--- src/rtl/alu_sequencer_if.sv ---
// ---------------------------------------------------------------------------
// alu_sequencer_if
// Purpose: bundles the request, ALU, writeback and branch signals of the
//          ALU sequencer into one interface.
// Modports:
//   slave  - the sequencer: takes requests, ALU results and branch queries;
//            drives req_ready, the ALU operands and select, writeback, ccr
//            and the branch result.
//   master - the decode / register-file / ALU side. It is the mirror image
//            of slave.
// Parameter: DST_W - width of the destination register index.
// ---------------------------------------------------------------------------
interface alu_sequencer_if #(
    parameter int unsigned DST_W = 2
);
    // request channel
    logic             req_valid;
    logic             req_ready;
    logic [3:0]       req_op;
    logic [7:0]       req_a;
    logic [7:0]       req_b;
    logic [DST_W-1:0] req_dst;

    // ALU channel
    logic [7:0]       alu_data_A;
    logic [7:0]       alu_data_B;
    logic [3:0]       alu_sel;
    logic [7:0]       alu_result;
    logic [3:0]       alu_nzvc;

    // writeback / status
    logic             wb_valid;
    logic [7:0]       wb_data;
    logic [DST_W-1:0] wb_dst;
    logic             op_err;
    logic [3:0]       ccr;

    // branch resolution
    logic             br_valid;
    logic [3:0]       br_cond;
    logic             br_done;
    logic             br_taken;

    modport slave (
        input  req_valid, req_op, req_a, req_b, req_dst,
        input  alu_result, alu_nzvc,
        input  br_valid, br_cond,
        output req_ready,
        output alu_data_A, alu_data_B, alu_sel,
        output wb_valid, wb_data, wb_dst, op_err, ccr,
        output br_done, br_taken
    );

    modport master (
        output req_valid, req_op, req_a, req_b, req_dst,
        output alu_result, alu_nzvc,
        output br_valid, br_cond,
        input  req_ready,
        input  alu_data_A, alu_data_B, alu_sel,
        input  wb_valid, wb_data, wb_dst, op_err, ccr,
        input  br_done, br_taken
    );
endinterface

--- src/rtl/alu_sequencer.sv ---
// ---------------------------------------------------------------------------
// alu_sequencer
// Purpose: the issuing side of an 8-bit combinational ALU. It accepts one
//          operation request, drives the ALU, captures Result and NZVC,
//          updates the condition-code register and emits a register-file
//          writeback. It also resolves branch conditions against the CCR.
// Ports:
//   clock - single clock; all state changes on the rising edge.
//   reset - synchronous reset, active low.
//   bus   - alu_sequencer_if.slave:
//           request channel (req_*), ALU channel (alu_*),
//           writeback (wb_*, op_err, ccr) and branch channel (br_*).
// Configuration macro: CCR_BYPASS_EN
//   defined   - a branch evaluated in the EXEC cycle sees the flags that are
//               about to be written into the CCR.
//   undefined - a branch always sees the registered CCR.
// ---------------------------------------------------------------------------
module alu_sequencer #(
    parameter int unsigned DST_W   = 2,
    parameter int unsigned NUM_OPS = 9
) (
    input  logic           clock,
    input  logic           reset,
    alu_sequencer_if.slave bus
);

    localparam int unsigned DATA_W = 8;
    localparam int unsigned SEL_W  = 4;
    localparam int unsigned FLAG_W = 4;

    typedef enum logic [1:0] {
        S_IDLE = 2'd0,
        S_EXEC = 2'd1,
        S_WB   = 2'd2
    } state_t;

    state_t              r_state,     w_state_nxt;
    logic [DATA_W-1:0]   r_alu_a,     w_alu_a;
    logic [DATA_W-1:0]   r_alu_b,     w_alu_b;
    logic [SEL_W-1:0]    r_alu_sel,   w_alu_sel;
    logic [DST_W-1:0]    r_dst,       w_dst;
    logic                r_wb_valid,  w_wb_valid;
    logic [DATA_W-1:0]   r_wb_data,   w_wb_data;
    logic [DST_W-1:0]    r_wb_dst,    w_wb_dst;
    logic                r_op_err,    w_op_err;
    logic [FLAG_W-1:0]   r_ccr,       w_ccr;
    logic                r_br_done,   w_br_done;
    logic                r_br_taken,  w_br_taken;

    logic                w_req_ready;
    logic                w_op_legal;
    logic                w_full_mask;
    logic [FLAG_W-1:0]   w_ccr_upd;
    logic [FLAG_W-1:0]   w_br_flags;

    // Branch condition decode; flags are {N,Z,V,C}; codes 9..15 never take.
    function automatic logic f_cond(input logic [3:0] cond, input logic [FLAG_W-1:0] f);
        logic taken;
        case (cond)
            4'd0:    taken = 1'b1;
            4'd1:    taken = f[2];
            4'd2:    taken = ~f[2];
            4'd3:    taken = f[3];
            4'd4:    taken = ~f[3];
            4'd5:    taken = f[1];
            4'd6:    taken = ~f[1];
            4'd7:    taken = f[0];
            4'd8:    taken = ~f[0];
            default: taken = 1'b0;
        endcase
        return taken;
    endfunction

    // Holding reset low also masks req_ready, so nothing is accepted during reset.
    assign w_req_ready = (r_state == S_IDLE) && reset;

    // Classify the issued op. Arithmetic ops own V and C. Logic ops only own N and Z.
    assign w_op_legal  = (32'(r_alu_sel) < NUM_OPS);
    assign w_full_mask = r_alu_sel inside {4'd0, 4'd1, 4'd7, 4'd8};

    // Compute the CCR value that the EXEC->WB edge would write.
    always_comb begin
        w_ccr_upd = r_ccr;
        if (w_op_legal) begin
            if (w_full_mask) begin
                w_ccr_upd = bus.alu_nzvc;
            end else begin
                w_ccr_upd = {bus.alu_nzvc[3:2], r_ccr[1:0]};
            end
        end
    end

    // Choose the flags that a branch is evaluated against.
`ifdef CCR_BYPASS_EN
    assign w_br_flags = (r_state == S_EXEC) ? w_ccr_upd : r_ccr;
`else
    assign w_br_flags = r_ccr;
`endif

    // Next state and next register values.
    always_comb begin
        w_state_nxt = r_state;
        w_alu_a     = r_alu_a;
        w_alu_b     = r_alu_b;
        w_alu_sel   = r_alu_sel;
        w_dst       = r_dst;
        w_wb_valid  = 1'b0;
        w_wb_data   = r_wb_data;
        w_wb_dst    = r_wb_dst;
        w_op_err    = 1'b0;
        w_ccr       = r_ccr;
        w_br_done   = bus.br_valid;
        w_br_taken  = bus.br_valid && f_cond(bus.br_cond, w_br_flags);

        case (r_state)
            S_IDLE: begin
                if (bus.req_valid && w_req_ready) begin
                    w_alu_sel   = bus.req_op;
                    w_alu_a     = bus.req_a;
                    w_alu_b     = bus.req_b;
                    w_dst       = bus.req_dst;
                    w_state_nxt = S_EXEC;
                end
            end
            S_EXEC: begin
                w_ccr = w_ccr_upd;
                if (w_op_legal) begin
                    w_wb_data  = bus.alu_result;
                    w_wb_dst   = r_dst;
                    w_wb_valid = 1'b1;
                end else begin
                    w_op_err   = 1'b1;
                end
                w_state_nxt = S_WB;
            end
            S_WB: begin
                w_state_nxt = S_IDLE;
            end
            default: begin
                w_state_nxt = S_IDLE;
            end
        endcase
    end

    // State and output registers with synchronous active-low reset.
    always_ff @(posedge clock) begin
        if (!reset) begin
            r_state    <= S_IDLE;
            r_alu_a    <= '0;
            r_alu_b    <= '0;
            r_alu_sel  <= '0;
            r_dst      <= '0;
            r_wb_valid <= 1'b0;
            r_wb_data  <= '0;
            r_wb_dst   <= '0;
            r_op_err   <= 1'b0;
            r_ccr      <= '0;
            r_br_done  <= 1'b0;
            r_br_taken <= 1'b0;
        end else begin
            r_state    <= w_state_nxt;
            r_alu_a    <= w_alu_a;
            r_alu_b    <= w_alu_b;
            r_alu_sel  <= w_alu_sel;
            r_dst      <= w_dst;
            r_wb_valid <= w_wb_valid;
            r_wb_data  <= w_wb_data;
            r_wb_dst   <= w_wb_dst;
            r_op_err   <= w_op_err;
            r_ccr      <= w_ccr;
            r_br_done  <= w_br_done;
            r_br_taken <= w_br_taken;
        end
    end

    assign bus.req_ready  = w_req_ready;
    assign bus.alu_data_A = r_alu_a;
    assign bus.alu_data_B = r_alu_b;
    assign bus.alu_sel    = r_alu_sel;
    assign bus.wb_valid   = r_wb_valid;
    assign bus.wb_data    = r_wb_data;
    assign bus.wb_dst     = r_wb_dst;
    assign bus.op_err     = r_op_err;
    assign bus.ccr        = r_ccr;
    assign bus.br_done    = r_br_done;
    assign bus.br_taken   = r_br_taken;

endmodule

--- src/flat_wrapper.sv ---
// flat-port wrapper written by rule: the top's interface ports become plain ports
module alu_sequencer_flat 
#(
    parameter int unsigned DST_W   = 2,
    parameter int unsigned NUM_OPS = 9
)
  (clock, reset, bus_req_valid, bus_req_op, bus_req_a, bus_req_b, bus_req_dst, bus_alu_result, bus_alu_nzvc, bus_br_valid, bus_br_cond, bus_req_ready, bus_alu_data_A, bus_alu_data_B, bus_alu_sel, bus_wb_valid, bus_wb_data, bus_wb_dst, bus_op_err, bus_ccr, bus_br_done, bus_br_taken);
  alu_sequencer_if #(.DST_W(DST_W)) bus_i ();
  input  logic clock;
  input  logic reset;
  input wire logic [$bits(bus_i.req_valid)-1:0] bus_req_valid;
  input wire logic [$bits(bus_i.req_op)-1:0] bus_req_op;
  input wire logic [$bits(bus_i.req_a)-1:0] bus_req_a;
  input wire logic [$bits(bus_i.req_b)-1:0] bus_req_b;
  input wire logic [$bits(bus_i.req_dst)-1:0] bus_req_dst;
  input wire logic [$bits(bus_i.alu_result)-1:0] bus_alu_result;
  input wire logic [$bits(bus_i.alu_nzvc)-1:0] bus_alu_nzvc;
  input wire logic [$bits(bus_i.br_valid)-1:0] bus_br_valid;
  input wire logic [$bits(bus_i.br_cond)-1:0] bus_br_cond;
  output wire logic [$bits(bus_i.req_ready)-1:0] bus_req_ready;
  output wire logic [$bits(bus_i.alu_data_A)-1:0] bus_alu_data_A;
  output wire logic [$bits(bus_i.alu_data_B)-1:0] bus_alu_data_B;
  output wire logic [$bits(bus_i.alu_sel)-1:0] bus_alu_sel;
  output wire logic [$bits(bus_i.wb_valid)-1:0] bus_wb_valid;
  output wire logic [$bits(bus_i.wb_data)-1:0] bus_wb_data;
  output wire logic [$bits(bus_i.wb_dst)-1:0] bus_wb_dst;
  output wire logic [$bits(bus_i.op_err)-1:0] bus_op_err;
  output wire logic [$bits(bus_i.ccr)-1:0] bus_ccr;
  output wire logic [$bits(bus_i.br_done)-1:0] bus_br_done;
  output wire logic [$bits(bus_i.br_taken)-1:0] bus_br_taken;
  assign bus_i.req_valid = bus_req_valid;
  assign bus_i.req_op = bus_req_op;
  assign bus_i.req_a = bus_req_a;
  assign bus_i.req_b = bus_req_b;
  assign bus_i.req_dst = bus_req_dst;
  assign bus_i.alu_result = bus_alu_result;
  assign bus_i.alu_nzvc = bus_alu_nzvc;
  assign bus_i.br_valid = bus_br_valid;
  assign bus_i.br_cond = bus_br_cond;
  assign bus_req_ready = bus_i.req_ready;
  assign bus_alu_data_A = bus_i.alu_data_A;
  assign bus_alu_data_B = bus_i.alu_data_B;
  assign bus_alu_sel = bus_i.alu_sel;
  assign bus_wb_valid = bus_i.wb_valid;
  assign bus_wb_data = bus_i.wb_data;
  assign bus_wb_dst = bus_i.wb_dst;
  assign bus_op_err = bus_i.op_err;
  assign bus_ccr = bus_i.ccr;
  assign bus_br_done = bus_i.br_done;
  assign bus_br_taken = bus_i.br_taken;
  alu_sequencer #(.DST_W(DST_W), .NUM_OPS(NUM_OPS)) u_core (.clock(clock), .reset(reset), .bus(bus_i));
endmodule
--- config.mk ---
export PLATFORM = sky130hd
export DESIGN_NAME = alu_sequencer_flat
export DESIGN_NICKNAME = d
export VERILOG_FILES = /design/src/rtl/alu_sequencer_if.sv /design/src/rtl/alu_sequencer.sv /design/src/flat_wrapper.sv
export SDC_FILE = /design/constraint.sdc
export NUM_CORES = 1
export LEC_CHECK = 0
export CORE_ASPECT_RATIO = 0.7
export CORE_MARGIN = 2
export CORE_UTILIZATION = 39
export DETAILED_ROUTE_END_ITERATION = 10
export PLACE_DENSITY = 0.83
export SLEW_MARGIN = 20
export SYNTH_ARGS = -nofsm -noshare
export SYNTH_HDL_FRONTEND = slang
export SYNTH_SLANG_ARGS = --single-unit
--- constraint.sdc ---
create_clock -name clock -period 1.4 [get_ports clock]
set_input_delay 0.28 -clock clock [delete_from_list [all_inputs] [get_ports clock]]
set_output_delay 0.28 -clock clock [all_outputs]
set_load 0.01 [all_outputs]
Yosys cells after proc, flatten, opt, wreduce, memory -nomap -nowiden
Index checks and enable logic that the tools add are counted.
{"block": "op_classes", "magnitude_cmp": 1, "eq_ne": 13, "mux": 5, "bitwise_logic": 4, "reduce_logical": 11}
{"op": "$eq A4 B3 Y1 const B", "count": 5}
{"op": "$pmux W1 S9", "count": 1}
{"op": "$eq A4 B1 Y1 const B", "count": 2}
{"op": "$eq A4 B2 Y1 const B", "count": 2}
{"op": "$eq A4 B4 Y1 const B", "count": 2}
{"op": "$logic_not A4 Y1", "count": 2}
{"op": "$reduce_and A2 Y1", "count": 3}
{"op": "$lt A4 B4 Y1 const B", "count": 1}
{"op": "$not A1 Y1", "count": 4}
{"op": "$pmux W2 S2", "count": 1}
{"op": "$reduce_bool A4 Y1", "count": 1}
{"op": "$logic_and A1 B1 Y1", "count": 3}
{"op": "$reduce_and A3 Y1", "count": 1}
{"op": "$eq A2 B1 Y1 const B", "count": 1}
{"op": "$logic_not A2 Y1", "count": 1}
{"op": "$mux W1", "count": 2}
{"op": "$mux W2", "count": 1}
{"op": "$ne A2 B2 Y1 const B", "count": 1}
{"block": "word_totals", "regBits": 42, "wordCells": 47, "output_inout_bits": 39}

Logic depth before layout (Yosys ltp)
{"block": "depth", "ltp_word": 5, "mapped_depth": 5, "depth_no_buf": 4}

Worst setup path before layout
Ideal clock, no wire load.
{"block": "synth_path", "path_kind": "reg-to-reg", "startpoint": "reg u_core.r_alu_sel[0], in the netlist u_core.bus.alu_sel[0]", "endpoint": "reg u_core.r_ccr[2], in the netlist u_core.bus.ccr[2]", "stages_incl_launch_ff": 5, "arrival_ns": 1.310, "synth_period_minus_slack_ns": 1.382, "n_path_buf": 1, "setup_slack_ns": 0.018, "path_cell_list": "dfxtp_1 > or3_4 > a21oi_4 > buf_12 > mux2i_1"}
{"block": "synth_between", "elab_chain_len": 2}
{"element": "start, declared", "line": "alu_sequencer.sv:40", "rtl": "logic [SEL_W-1:0] r_alu_sel, w_alu_sel;"}
{"element": "start signal, assigned", "line": "alu_sequencer.sv:164", "rtl": "r_alu_sel <= w_alu_sel;"}
{"element": "$lt A4 B4 Y1", "line": "alu_sequencer.sv:78", "rtl": "assign w_op_legal = (32'(r_alu_sel) < NUM_OPS);"}
{"element": "$reduce_and A2 Y1 (no line)"}
{"element": "end signal, assigned", "line": "alu_sequencer.sv:170", "rtl": "r_ccr <= w_ccr;"}
{"element": "end, declared", "line": "alu_sequencer.sv:46", "rtl": "logic [FLAG_W-1:0] r_ccr, w_ccr;"}
Every way passes these cells.
A chain may end at the register's enable or synchronous reset.

Final worst setup path
{"block": "layout_path", "startpoint": "reg u_core.r_state[1]", "endpoint": "out bus_req_ready"}
{"block": "layout_between", "elab_chain_len": 2}
{"element": "start, declared", "line": "alu_sequencer.sv:37", "rtl": "state_t r_state, w_state_nxt;"}
{"element": "start signal, assigned", "line": "alu_sequencer.sv:161", "rtl": "r_state <= w_state_nxt;"}
{"element": "$logic_not A2 Y1", "line": "alu_sequencer.sv:75", "rtl": "assign w_req_ready = (r_state == S_IDLE) && reset;"}
{"element": "$logic_and A1 B1 Y1", "line": "alu_sequencer.sv:75"}
{"element": "end, declared", "line": "flat_wrapper.sv:20", "rtl": "output wire logic [$bits(bus_i.req_ready)-1:0] bus_req_ready;"}
Every way passes these cells.

==> impl_metrics.toml <==
[sta]
finalWorstPathRequiredPeriod_ps = 1360
rsz0062_at_grt = "false"
fmax_mhz = 735
setup-violations-final = 0
post-route-period-util = 0.972
slew_viols_final = 0
hold_violations = 0
max_slew.worst_pin.slew_ps = 260
timing.hold.ws_ps = 454
fin_worst_skew_ps = 6.76
slew_headroom = 0.827

[global_routing]
initial_antenna_violation_count = 0
grt_max_degree = 24
grt_first_pass_wirelength_mm = 6.46
global_route.overflow_total = 0
grtUsageTotal = 0.182
grt_pass1_vias = 1489

[drt]
drc = 0
route.detailed.wl_per_inst_um = 11.9
postRouteWirelength_mm = 3.92
routed_via_density = 4.63
num_vias = 1519
dr.pass1.iters = 4
antenna_left = 0
drtIter0Drc = 41

[critical_path]
crit_arrival_ps = 1080
worst_path_max_fanout = 3
crit_path_max_incr_delay_ps = 320
crit_path_cell_trace = "nor3_1, dlygate4sd2_1"
worstSetupEndpointType = "output pin"
cp_data_required_time_ps = 1120
critical_path.reg2reg.startpoint = "u_core.bus.alu_sel[0]"
timing_worst_setup_path_type = "reg -> out"
rr_worst_depth = 4
critical_path_slowest_stage_cell = "dfxtp_1"
r2r_setup_slack_ps = 70
reg2reg_to = "u_core.bus.wb_data[3]"
timing.critical_path.from_type = "flop"

[synthesis]
postSynthRegisterBits = 42
sequential_element_share_of_the_synthesized_area = 0.526
syn-mean-instance-area_sq_um = 8.73
netlist_area_sq_um = 1600
area_contributors_post_synth = "dfxtp_1, nand2_1, mux2i_1"
syn_inst = 183
synth_top_cell_area_share = 0.526
synth_largest_area_cell = "dfxtp_1"
synth-warning-count = 0
synth.distinct_cells = 23
synth_fp_nets = 225

[clocking]
cts_max_path_buffers = 2
clk_pin_slew_ps = 80
cts_root_buffer = "clkbuf_8"
total_clock_buffers_created_by_cts = 5
h-tree-depth = 2
clk-insertion-delay-late_ps = 280
postCtsHoldBufs = 0
cts_sinks = 42
cts_tree = "built"

[power_and_ir_drop]
vdd_drop_max_uv = 810
pwr_density_cell_nw_per_um2 = 949
power.leakage_nw = 1.19

[layout]
drive_gt1_frac = 0.0942
layout.nets = 317
finalNonFillerCells = 328
area.growth.synth_to_final_pct = 63.4
finalCoreUtilization = 0.666
num_antenna_cells = 0
fin_area_sq_um = 2610

[die]
floorplan.die_area_sq_um = 4630
initial_utilization = 0.407
rows = 19
floorplan.io_pins = 81
die_w_um = 80.5
die_h_um = 57.6
placeableCoreArea_sq_um = 3920

[job]
drv.max_cap_violation_count = 0

[placed_design]
dpl_cell_area_sq_um = 2520
numPortBuffers = 80
detailedPlacementHpwl_mm = 2.79
dpl.cell_count = 319
placer_s_final_routability_congestion_estimate = 0.785

[hold_path]
number_of_cells_on_the_worst_hold_path = 2
timing.hold.worst.start = "u_core.bus.alu_data_B[7]"
holdPathEnd = "u_core.bus.alu_data_B[7]"
worstHoldPathType = "reg -> reg"

[outcome]
status = "finished, final reports clean"
per-stage QoR:
step / setup WS [ps] / TNS, ps / total power [mW]
after floorplan: 18.1 / 0 / 1.48
after global placement: -391 / -8570 / 1.74
after detailed placement: -457 / -10150 / 1.75
after CTS: 8.48 / 0 / 2.51
after global routing: 2.00 / 0 / 2.61
final: 38.7 / 0 / 2.48
where the power goes:
part / internal [mW] / switching (mW)
registers: 1.25 / 0.0282
clock network: 0.398 / 0.381
logic: 0.249 / 0.174
total: 1.90 / 0.584
repair_timing:
item,4_1_cts,5_1_grt
setup buffers,0,0
gates resized for setup,45,1
setup endpoints to repair,62,1
cloned,1,0
area by class of cell:
cell class / instances / area (sq um)
Clock buffer: 7 / 86.3
Inverter: 3 / 11.3
Tap cell: 52 / 65.1
Clock inverter: 1 / 5.00
Fill cell: 376 / 1310
Timing Repair Buffer: 95 / 913
Multi-Input combinational cell: 128 / 688
Sequential cell: 42 / 842
cells in the mapped netlist (all sizes together):
master,number
inv,3
nand4bb,1
o31a,1
clkbuf,6
a211o,1
nand2,73
nor3,1
nor2,1
mux4,1
or3,2
mux2i,15
dfxtp,42
nor4bb,1
buf,4
and2,1
a21oi,26
o21bai,1
nand4b,1
nand2b,1
and3,1
state kept, by name, indices dropped and copies added, names as in the netlist:
| name | cells |
|---|---|
| u_core.bus.alu_data_A | 8 |
| u_core.bus.alu_data_B | 8 |
| u_core.bus.alu_sel | 4 |
| u_core.bus.br_done | 1 |
| u_core.bus.br_taken | 1 |
| u_core.bus.ccr | 4 |
| u_core.bus.op_err | 1 |
| u_core.bus.wb_data | 8 |
| u_core.bus.wb_dst | 2 |
| u_core.bus.wb_valid | 1 |
| u_core.r_dst | 2 |
| u_core.r_state | 2 |
logic make-up (layout without fill, tap and decap cells):
logic type,after synthesis,in the layout,synth area share
multiplexers,16,16,0.108
buffers and inverters,13,106,0.0431
flip-flops,42,42,0.526
AND/OR/NAND/NOR,83,83,0.218
AO/OA/AOI/OAI,29,29,0.104
routing by layer:
| metal | global-route usage | part of all wire | vias up |
|---|---|---|---|
| met5 | 0 | 0 | - |
| met4 | 0.0557 | 0.0069 | 0 |
| met3 | 0.0791 | 0.089 | 4 |
| met2 | 0.296 | 0.41 | 48 |
| met1 | 0.219 | 0.49 | 674 |
| li1 | - | - | 793 |
cell usage in the layout, fill, tap and decap left out, types with 2 or more instances in the layout:
cell,instances
nand2_1,73
dfxtp_1,41
dlygate4sd2_1,40
clkdlybuf4s50_1,39
a21oi_1,25
mux2i_1,15
buf_4,12
clkbuf_8,6
inv_1,3
buf_12,2
worst max-delay path: cells and delay by family, from the launching register on:
| kind | cells | cell delay (ps) |
|---|---|---|
| AND/OR/NAND/NOR | 1 | 170 |
| flip-flops | 1 | 320 |
| buffers and inverters | 1 | 300 |
worst max path at each step:
stage          slack [ps]             startpoint                        to
2_1_floorplan          20  u_core.bus.alu_sel[0]         u_core.bus.ccr[2]
4_1_cts                 8                  reset             bus_req_ready
3_5_place_dp         -460                  reset  u_core.bus.alu_data_B[3]
6_report               40      u_core.r_state[1]             bus_req_ready
3_3_place_gp         -390                  reset             bus_req_ready
5_1_grt                 2      u_core.r_state[1]             bus_req_ready
Note: power is estimated with default switching activity, not from simulation.
